`src/rtl/muldiv_pkg.sv`:
```
// Shared constants and types for the EX-stage multiply/divide sequencer.
package muldiv_pkg;

  localparam int XLEN  = 32;
  localparam int ITER  = 32;
  localparam int CNT_W = $clog2(ITER);

  typedef enum logic [1:0] {
    OP_MULTU = 2'b00,
    OP_MULT  = 2'b01,
    OP_DIVU  = 2'b10,
    OP_DIV   = 2'b11
  } op_e;

  typedef enum logic [1:0] {
    IDLE,
    RUN,
    FIX,
    DONE
  } state_e;

  // Absolute value for signed ops; 0x80000000 maps to 2^31 as an unsigned magnitude.
  function automatic logic [XLEN-1:0] magnitude(input logic [XLEN-1:0] v, input logic is_signed);
    return (is_signed && v[XLEN-1]) ? -v : v;
  endfunction

endpackage

```
`src/rtl/muldiv_step.sv`:
```
// One radix-2 iteration: shift-add multiply, or restoring divide when MULDIV_DIV_EN is defined.
module muldiv_step
  import muldiv_pkg::*;
(
`ifdef MULDIV_DIV_EN
  input  logic            is_div_i,
`endif
  input  logic [XLEN-1:0] hi_i,
  input  logic [XLEN-1:0] lo_i,
  input  logic [XLEN-1:0] opnd_i,
  output logic [XLEN-1:0] hi_o,
  output logic [XLEN-1:0] lo_o
);

  logic [XLEN:0] sum;
`ifdef MULDIV_DIV_EN
  logic [XLEN:0]   rem_sh;
  logic [XLEN-1:0] diff;
  logic            ge;
`endif

  always_comb begin
    // Multiplier sits in lo and drains out of bit 0 as the product shifts in.
    sum  = {1'b0, hi_i} + (lo_i[0] ? {1'b0, opnd_i} : '0);
    hi_o = sum[XLEN:1];
    lo_o = {sum[0], lo_i[XLEN-1:1]};
`ifdef MULDIV_DIV_EN
    // Partial remainder in hi, dividend bits shift out of lo while quotient bits shift in.
    rem_sh = {hi_i, lo_i[XLEN-1]};
    ge     = (rem_sh >= {1'b0, opnd_i});
    diff   = rem_sh[XLEN-1:0] - opnd_i;
    if (is_div_i) begin
      hi_o = ge ? diff : rem_sh[XLEN-1:0];
      lo_o = {lo_i[XLEN-2:0], ge};
    end
`endif
  end

endmodule

```
`src/rtl/ex_muldiv_sequencer.sv`:
```
// Iterative MIPS-style mul/div unit with HI/LO registers; division is built only with MULDIV_DIV_EN.
module ex_muldiv_sequencer
  import muldiv_pkg::*;
(
  input  logic            clk,
  input  logic            rst,
  input  logic            start,
  input  logic [1:0]      op,
  input  logic [XLEN-1:0] src_a,
  input  logic [XLEN-1:0] src_b,
  input  logic            flush_in,
  output logic            stall_out,
  output logic            busy_out,
  output logic            done_out,
  output logic [XLEN-1:0] hi_out,
  output logic [XLEN-1:0] lo_out,
  output logic            div_by_zero_out
);

  state_e            state_q, state_d;
  logic [CNT_W-1:0]  cnt_q, cnt_d;
  logic [XLEN-1:0]   acc_hi_q, acc_hi_d, acc_lo_q, acc_lo_d;
  logic [XLEN-1:0]   opnd_q, opnd_d;
  logic [XLEN-1:0]   hi_q, hi_d, lo_q, lo_d;
  logic              neg_res_q, neg_res_d;
  logic              dbz_q, dbz_d;
`ifdef MULDIV_DIV_EN
  logic              is_div_q, is_div_d;
  logic              neg_rem_q, neg_rem_d;
  logic              dbz_pend_q, dbz_pend_d;
`endif

  logic              in_accept_state, accept, sgn_op;
  logic [XLEN-1:0]   a_mag, b_mag, step_hi, step_lo;
  logic [2*XLEN-1:0] prod_fix;

  assign in_accept_state = (state_q == IDLE) || (state_q == DONE);
  assign accept          = start && in_accept_state && !flush_in;
  assign sgn_op          = (op == OP_MULT) || (op == OP_DIV);
  assign a_mag           = magnitude(src_a, sgn_op);
  assign b_mag           = magnitude(src_b, sgn_op);
  assign prod_fix        = neg_res_q ? -{acc_hi_q, acc_lo_q} : {acc_hi_q, acc_lo_q};

  muldiv_step u_step (
`ifdef MULDIV_DIV_EN
    .is_div_i (is_div_q),
`endif
    .hi_i     (acc_hi_q),
    .lo_i     (acc_lo_q),
    .opnd_i   (opnd_q),
    .hi_o     (step_hi),
    .lo_o     (step_lo)
  );

  always_comb begin
    state_d   = state_q;
    cnt_d     = cnt_q;
    acc_hi_d  = acc_hi_q;
    acc_lo_d  = acc_lo_q;
    opnd_d    = opnd_q;
    hi_d      = hi_q;
    lo_d      = lo_q;
    neg_res_d = neg_res_q;
    dbz_d     = dbz_q;
`ifdef MULDIV_DIV_EN
    is_div_d   = is_div_q;
    neg_rem_d  = neg_rem_q;
    dbz_pend_d = dbz_pend_q;
`endif

    if (flush_in) begin
      state_d = IDLE;
    end else begin
      case (state_q)
        RUN: begin
          acc_hi_d = step_hi;
          acc_lo_d = step_lo;
          cnt_d    = cnt_q + CNT_W'(1);
          if (cnt_q == CNT_W'(ITER - 1)) state_d = FIX;
        end
        FIX: begin
          state_d      = DONE;
          {hi_d, lo_d} = prod_fix;
`ifdef MULDIV_DIV_EN
          if (is_div_q) begin
            lo_d = neg_res_q ? -acc_lo_q : acc_lo_q;
            hi_d = neg_rem_q ? -acc_hi_q : acc_hi_q;
          end
          dbz_d = dbz_q | dbz_pend_q;
`endif
        end
        DONE:    state_d = IDLE;
        default: state_d = state_q;
      endcase

      // Accepting in DONE overrides the DONE->IDLE default above.
      if (accept) begin
        cnt_d     = '0;
        dbz_d     = 1'b0;
        acc_hi_d  = '0;
        neg_res_d = sgn_op && (src_a[XLEN-1] ^ src_b[XLEN-1]);
        state_d   = RUN;
`ifdef MULDIV_DIV_EN
        is_div_d   = op[1];
        neg_rem_d  = sgn_op && src_a[XLEN-1];
        dbz_pend_d = 1'b0;
        if (op[1] && (src_b == '0)) begin
          // Preloaded so FIX passes the fixed divide-by-zero result straight through.
          acc_hi_d   = src_a;
          acc_lo_d   = '1;
          neg_res_d  = 1'b0;
          neg_rem_d  = 1'b0;
          dbz_pend_d = 1'b1;
          state_d    = FIX;
        end else if (op[1]) begin
          acc_lo_d = a_mag;
          opnd_d   = b_mag;
        end else begin
          acc_lo_d = b_mag;
          opnd_d   = a_mag;
        end
`else
        if (op[1]) begin
          state_d = DONE;
          hi_d    = '0;
          lo_d    = '0;
        end else begin
          acc_lo_d = b_mag;
          opnd_d   = a_mag;
        end
`endif
      end
    end
  end

  always_ff @(posedge clk or posedge rst) begin
    if (rst) begin
      state_q    <= IDLE;
      cnt_q      <= '0;
      acc_hi_q   <= '0;
      acc_lo_q   <= '0;
      opnd_q     <= '0;
      hi_q       <= '0;
      lo_q       <= '0;
      neg_res_q  <= 1'b0;
      dbz_q      <= 1'b0;
`ifdef MULDIV_DIV_EN
      is_div_q   <= 1'b0;
      neg_rem_q  <= 1'b0;
      dbz_pend_q <= 1'b0;
`endif
    end else begin
      state_q    <= state_d;
      cnt_q      <= cnt_d;
      acc_hi_q   <= acc_hi_d;
      acc_lo_q   <= acc_lo_d;
      opnd_q     <= opnd_d;
      hi_q       <= hi_d;
      lo_q       <= lo_d;
      neg_res_q  <= neg_res_d;
      dbz_q      <= dbz_d;
`ifdef MULDIV_DIV_EN
      is_div_q   <= is_div_d;
      neg_rem_q  <= neg_rem_d;
      dbz_pend_q <= dbz_pend_d;
`endif
    end
  end

  assign stall_out       = (start && in_accept_state) || (state_q == RUN) || (state_q == FIX);
  assign busy_out        = (state_q != IDLE);
  assign done_out        = (state_q == DONE);
  assign hi_out          = hi_q;
  assign lo_out          = lo_q;
  assign div_by_zero_out = dbz_q;

endmodule

```
`config.mk`:
```
export PLATFORM = sky130hd
export DESIGN_NAME = ex_muldiv_sequencer
export DESIGN_NICKNAME = d
export VERILOG_FILES = /design/src/rtl/muldiv_pkg.sv /design/src/rtl/muldiv_step.sv /design/src/rtl/ex_muldiv_sequencer.sv
export SDC_FILE = /design/constraint.sdc
export NUM_CORES = 1
export LEC_CHECK = 0
export BUFFER_PORTS_ARGS = -buffer_cell sky130_fd_sc_hd__buf_4
export CORE_MARGIN = 3
export CORE_UTILIZATION = 54
export CTS_CLUSTER_DIAMETER = 120
export DETAILED_ROUTE_END_ITERATION = 6
export PLACE_DENSITY = 0.77
export SLEW_MARGIN = 20
export SYNTH_ARGS = -nofsm -noshare
export SYNTH_HDL_FRONTEND = slang
export SYNTH_HIERARCHICAL = 1
export SYNTH_SLANG_ARGS = --single-unit
```
`constraint.sdc`:
```
create_clock -name clk -period 5.4 [get_ports clk]
set_input_delay 0.54 -clock clk [delete_from_list [all_inputs] [get_ports clk]]
set_output_delay 0.54 -clock clk [all_outputs]
set_load 0.1 [all_outputs]
```
==> flow_summary.rst <==
.. list-table::
   :header-rows: 1

   * - Metric
     - Value
   * - Antenna violations before repair
     - 0
   * - Kind of capture point of the worst setup path
     - flip-flop
   * - Number of setup buffers added after CTS
     - 0
   * - Number of I/O pins
     - 138
   * - Final global-route overflow total
     - 0
   * - Primary flip-flop cell chosen by synthesis mapping
     - dfrtp_1
   * - Highest fanout seen on the critical path
     - 35
   * - Hold buffer count at cts
     - 0
   * - Post-CTS sizing
     - 0
   * - Final sum of negative setup slack
     - 0 ns
   * - WL final
     - 33700 um
   * - Vias in the first global route
     - 10500
   * - Count of warnings emitted by yosys
     - 6
   * - Residual DRC
     - 0
   * - Die Span X
     - 156 um
   * - P&R area growth vs syn
     - 12.7%
   * - Final HPWL DP
     - 24700 um
   * - Power per Cell Area
     - 691 nW/um^2
   * - Number of nets at the end of the flow
     - 1554
   * - Area leader, netlist
     - dfrtp_1
   * - Status
     - finished clean
   * - Drt via density
     - 6.44
   * - Longest Clk Path Bufs
     - 2
   * - Timing-limited maximum frequency
     - 0.287 GHz
   * - Sort of element at the start of the critical path
     - flip-flop
   * - Post-synthesis sequential area ratio
     - 34.7%
   * - Source of the critical timing path
     - acc_lo_q[0]
   * - Worst path arrival time
     - 3.81 ns
   * - Final Wtd Congestion
     - 0.931
   * - Final Critical Period
     - around 3.5 ns
   * - Worst path slowest cell
     - dfrtp_1
   * - Cells after synthesis
     - about 1400
   * - First-pass DRT Iterations
     - 5
   * - Syn avg cell area
     - 8.74 um^2
   * - Initial Utilization
     - 55.3%
   * - Vias after detailed routing
     - 11200
   * - Total count of max-transition violations in the final report
     - 0
   * - Post-route clock period utilization
     - 64.6%
   * - R2R Path Start
     - acc_lo_q[0]
   * - Count of H-tree levels built during CTS
     - 4
   * - Final hold slack
     - approximately 0.030 ns
   * - Fraction of synthesis flops using an asynchronous set or reset pin
     - 100%
   * - Worst slew margin
     - 28.4%
   * - Flop and latch count out of synthesis
     - 168
   * - Clock transition at the registers of the reported paths
     - 0.07 ns
   * - Top cells by area in the synthesized netlist
     - dfrtp_1 (35%), ha_1 (4.3%), xnor2_1 (4.2%)
   * - Post-Synthesis Net Count
     - 1497
   * - # port buffers
     - about 140
   * - Hold violation total from the final report
     - 0
   * - Netlist area before placement
     - 12100 um^2
   * - Kind of critical path
     - flip-flop to flip-flop
   * - Number of enable-type register cells in the synthesized netlist
     - 0
   * - Max-cap viol count
     - 0
   * - Total number of placement rows
     - 54
   * - Worst min-delay path class
     - input port to asynchronous set/reset pin
   * - Crit-path cells
     - and2_1 -> ha_1 -> fa_1 -> a211o_1 -> a211oi_2 -> o31ai_2 -> a31oi_4 -> o211a_1 -> o21ai_1 -> a21o_1 -> a22o_1
   * - Crit path buf inv count
     - 0
   * - Largest delay share family, worst path
     - compound AO/OA/AOI/OAI gates
   * - Area of the core
     - 21900 um^2
   * - Fill cells
     - 1912
   * - Least-Margin Pin Slew
     - 1.06 ns
   * - Final Setup Violations
     - 0
   * - Clock tree root buffer cell
     - clkbuf_16
   * - Tot GR Track Use
     - 27.8%
   * - RSZ-0062 raised after global routing
     - false
   * - Unique cell type count in the Yosys netlist
     - 83
   * - Static Leakage
     - 6.16 nW
   * - CTS tree
     - built
   * - Layout cell share with drive strength beyond 1
     - 16.0%
   * - Die Y-Extent
     - 156 um
   * - Commonest cells after routing, fill and taps aside
     - dfrtp_1 (168), buf_4 (154), nand2_1 (131), o21ai_0 (99), a21oi_1 (64)
   * - Iteration-0 DRC count of the detailed router
     - ~1000
   * - Global-route wire length before repair
     - 55300 um
   * - Overall die area
     - 24200 um^2
   * - Peak supply drop
     - 0.000415 V
   * - Endpoint required time on the critical path
     - 5.73 ns
   * - Number of clock sinks
     - approximately 170
   * - Pin count of the biggest net entering global routing
     - 75
   * - Highest cell delay on the worst timing path
     - 0.67 ns
   * - Total area of multi-input combinational cells
     - 7190 um^2
   * - Register area
     - 4200 um^2
   * - Insertion delay of the later-clocked pin in the worst-skew pair
     - 0.44 ns
   * - Routed len/inst
     - 19.4 um
   * - Fraction of post-synthesis cell area in the top cell type by area
     - 34.7%
   * - Final Skew
     - 0.0115 ns
   * - Antenna-violating nets left
     - 0
   * - CTS buffer count
     - 17
   * - Most common cell after layout, fill and taps aside
     - dfrtp_1
   * - Antenna diode count
     - 0
## cell usage after synthesis (all sizes together) (3+ instances only)
| library cell | number |
|---|---|
| a2111o | 9 |
| a211o | 8 |
| a211oi | 29 |
| a21o | 24 |
| a21oi | 66 |
| a22o | 35 |
| a31oi | 29 |
| a32oi | 20 |
| a41oi | 6 |
| and2 | 57 |
| and3 | 7 |
| and4 | 3 |
| buf | 38 |
| clkbuf | 78 |
| dfrtp | 168 |
| ha | 42 |
| inv | 34 |
| mux2i | 13 |
| nand2 | 133 |
| nand2b | 6 |
| nand3 | 40 |
| nand3b | 5 |
| nand4 | 24 |
| nand4b | 3 |
| nor2 | 59 |
| nor2b | 5 |
| nor3 | 51 |
| nor4 | 32 |
| o2111ai | 5 |
| o211a | 5 |
| o211ai | 6 |
| o21a | 4 |
| o21ai | 107 |
| o21bai | 4 |
| o311ai | 3 |
| o31a | 3 |
| o31ai | 21 |
| o41ai | 15 |
| or2 | 7 |
| or3 | 23 |
| or4 | 18 |
| xnor2 | 58 |
| xor2 | 58 |
## report_power, final
| part | leakage (nW) | switching (W) | internal (W) |
|---|---|---|---|
| Clock | 0.284 | 0.000559 | 0.000693 |
| Combinational | 3.71 | 0.00380 | 0.00171 |
| Sequential | 2.17 | 0.000854 | 0.00182 |
| Total | 6.16 | 0.00521 | 0.00422 |
## flip-flops by register name (all words and copies together) (netlist names)
register	count
opnd_q	32
acc_hi_q	32
acc_lo_q	32
state_q	2
lo_out	32
neg_res_q	1
hi_out	32
cnt_q	5
## per-layer routing
metal,share of wire [%],global-route usage (%),up-vias
li1,-,-,5220
met1,46,41.8,5435
met2,44,41.1,460
met3,7.8,5.19,52
met4,1.8,7.84,0
met5,0,0,-
## final cells by class
class | count | area share (%)
Clock buffer | 18 | 3.15
Clock inverter | 14 | 1.18
Inverter | 35 | 1.00
Multi-Input combinational cell | 1064 | 52.7
Sequential cell | 168 | 30.8
Tap cell | 280 | 2.57
Timing Repair Buffer | 155 | 8.56
## final timing paths
path | to | slack [ns] | depth (start not counted)
min reg2reg | opnd_q[13] | 0.48 | 2
min in group clk | opnd_q[31] | 0.36 | 2
max | acc_hi_q[31] | 1.91 | 11
min | lo_out[8] | 0.03 | 2
max in group asynchronous | opnd_q[13] | 4.12 | 3
max reg2reg | acc_hi_q[31] | 1.91 | 11
## worst register-to-register path, cell delays in order (launching register included)
cell      delay [ns]
dfrtp_1         0.67
and2_1          0.32
ha_1            0.20
fa_1            0.43
a211o_1         0.34
a211oi_2        0.36
o31ai_2         0.17
a31oi_4         0.25
o211a_1         0.17
o21ai_1         0.07
a21o_1          0.19
a22o_1          0.21
## per-stage QoR
stage	setup slack, ns	power (W)	instance area (um^2)	std cells	utilization, %
detailed placement	1.90	0.00809	13000	1701	59.5
finish	1.91	0.00943	13600	1734	62.3
floorplan	0.313	0.00686	12100	1384	-
global placement	1.95	0.00799	13000	1701	59.5
global route	1.66	0.0100	13600	1734	62.3
CTS	1.89	0.00936	13600	1733	62.2
## logic make-up after synthesis
| group | Yosys count | synth area share [%] |
|---|---|---|
| buf+inv | 152 | 6.16 |
| mux | 13 | 1.08 |
| flops | 168 | 34.7 |
| simple gates | 479 | 21.2 |
| compound gates | 412 | 23.9 |
| fa+ha+maj | 43 | 4.51 |
| xor+xnor | 116 | 8.40 |
| other cells | 1 | 0.0310 |
(Power assumes the default switching activity.)
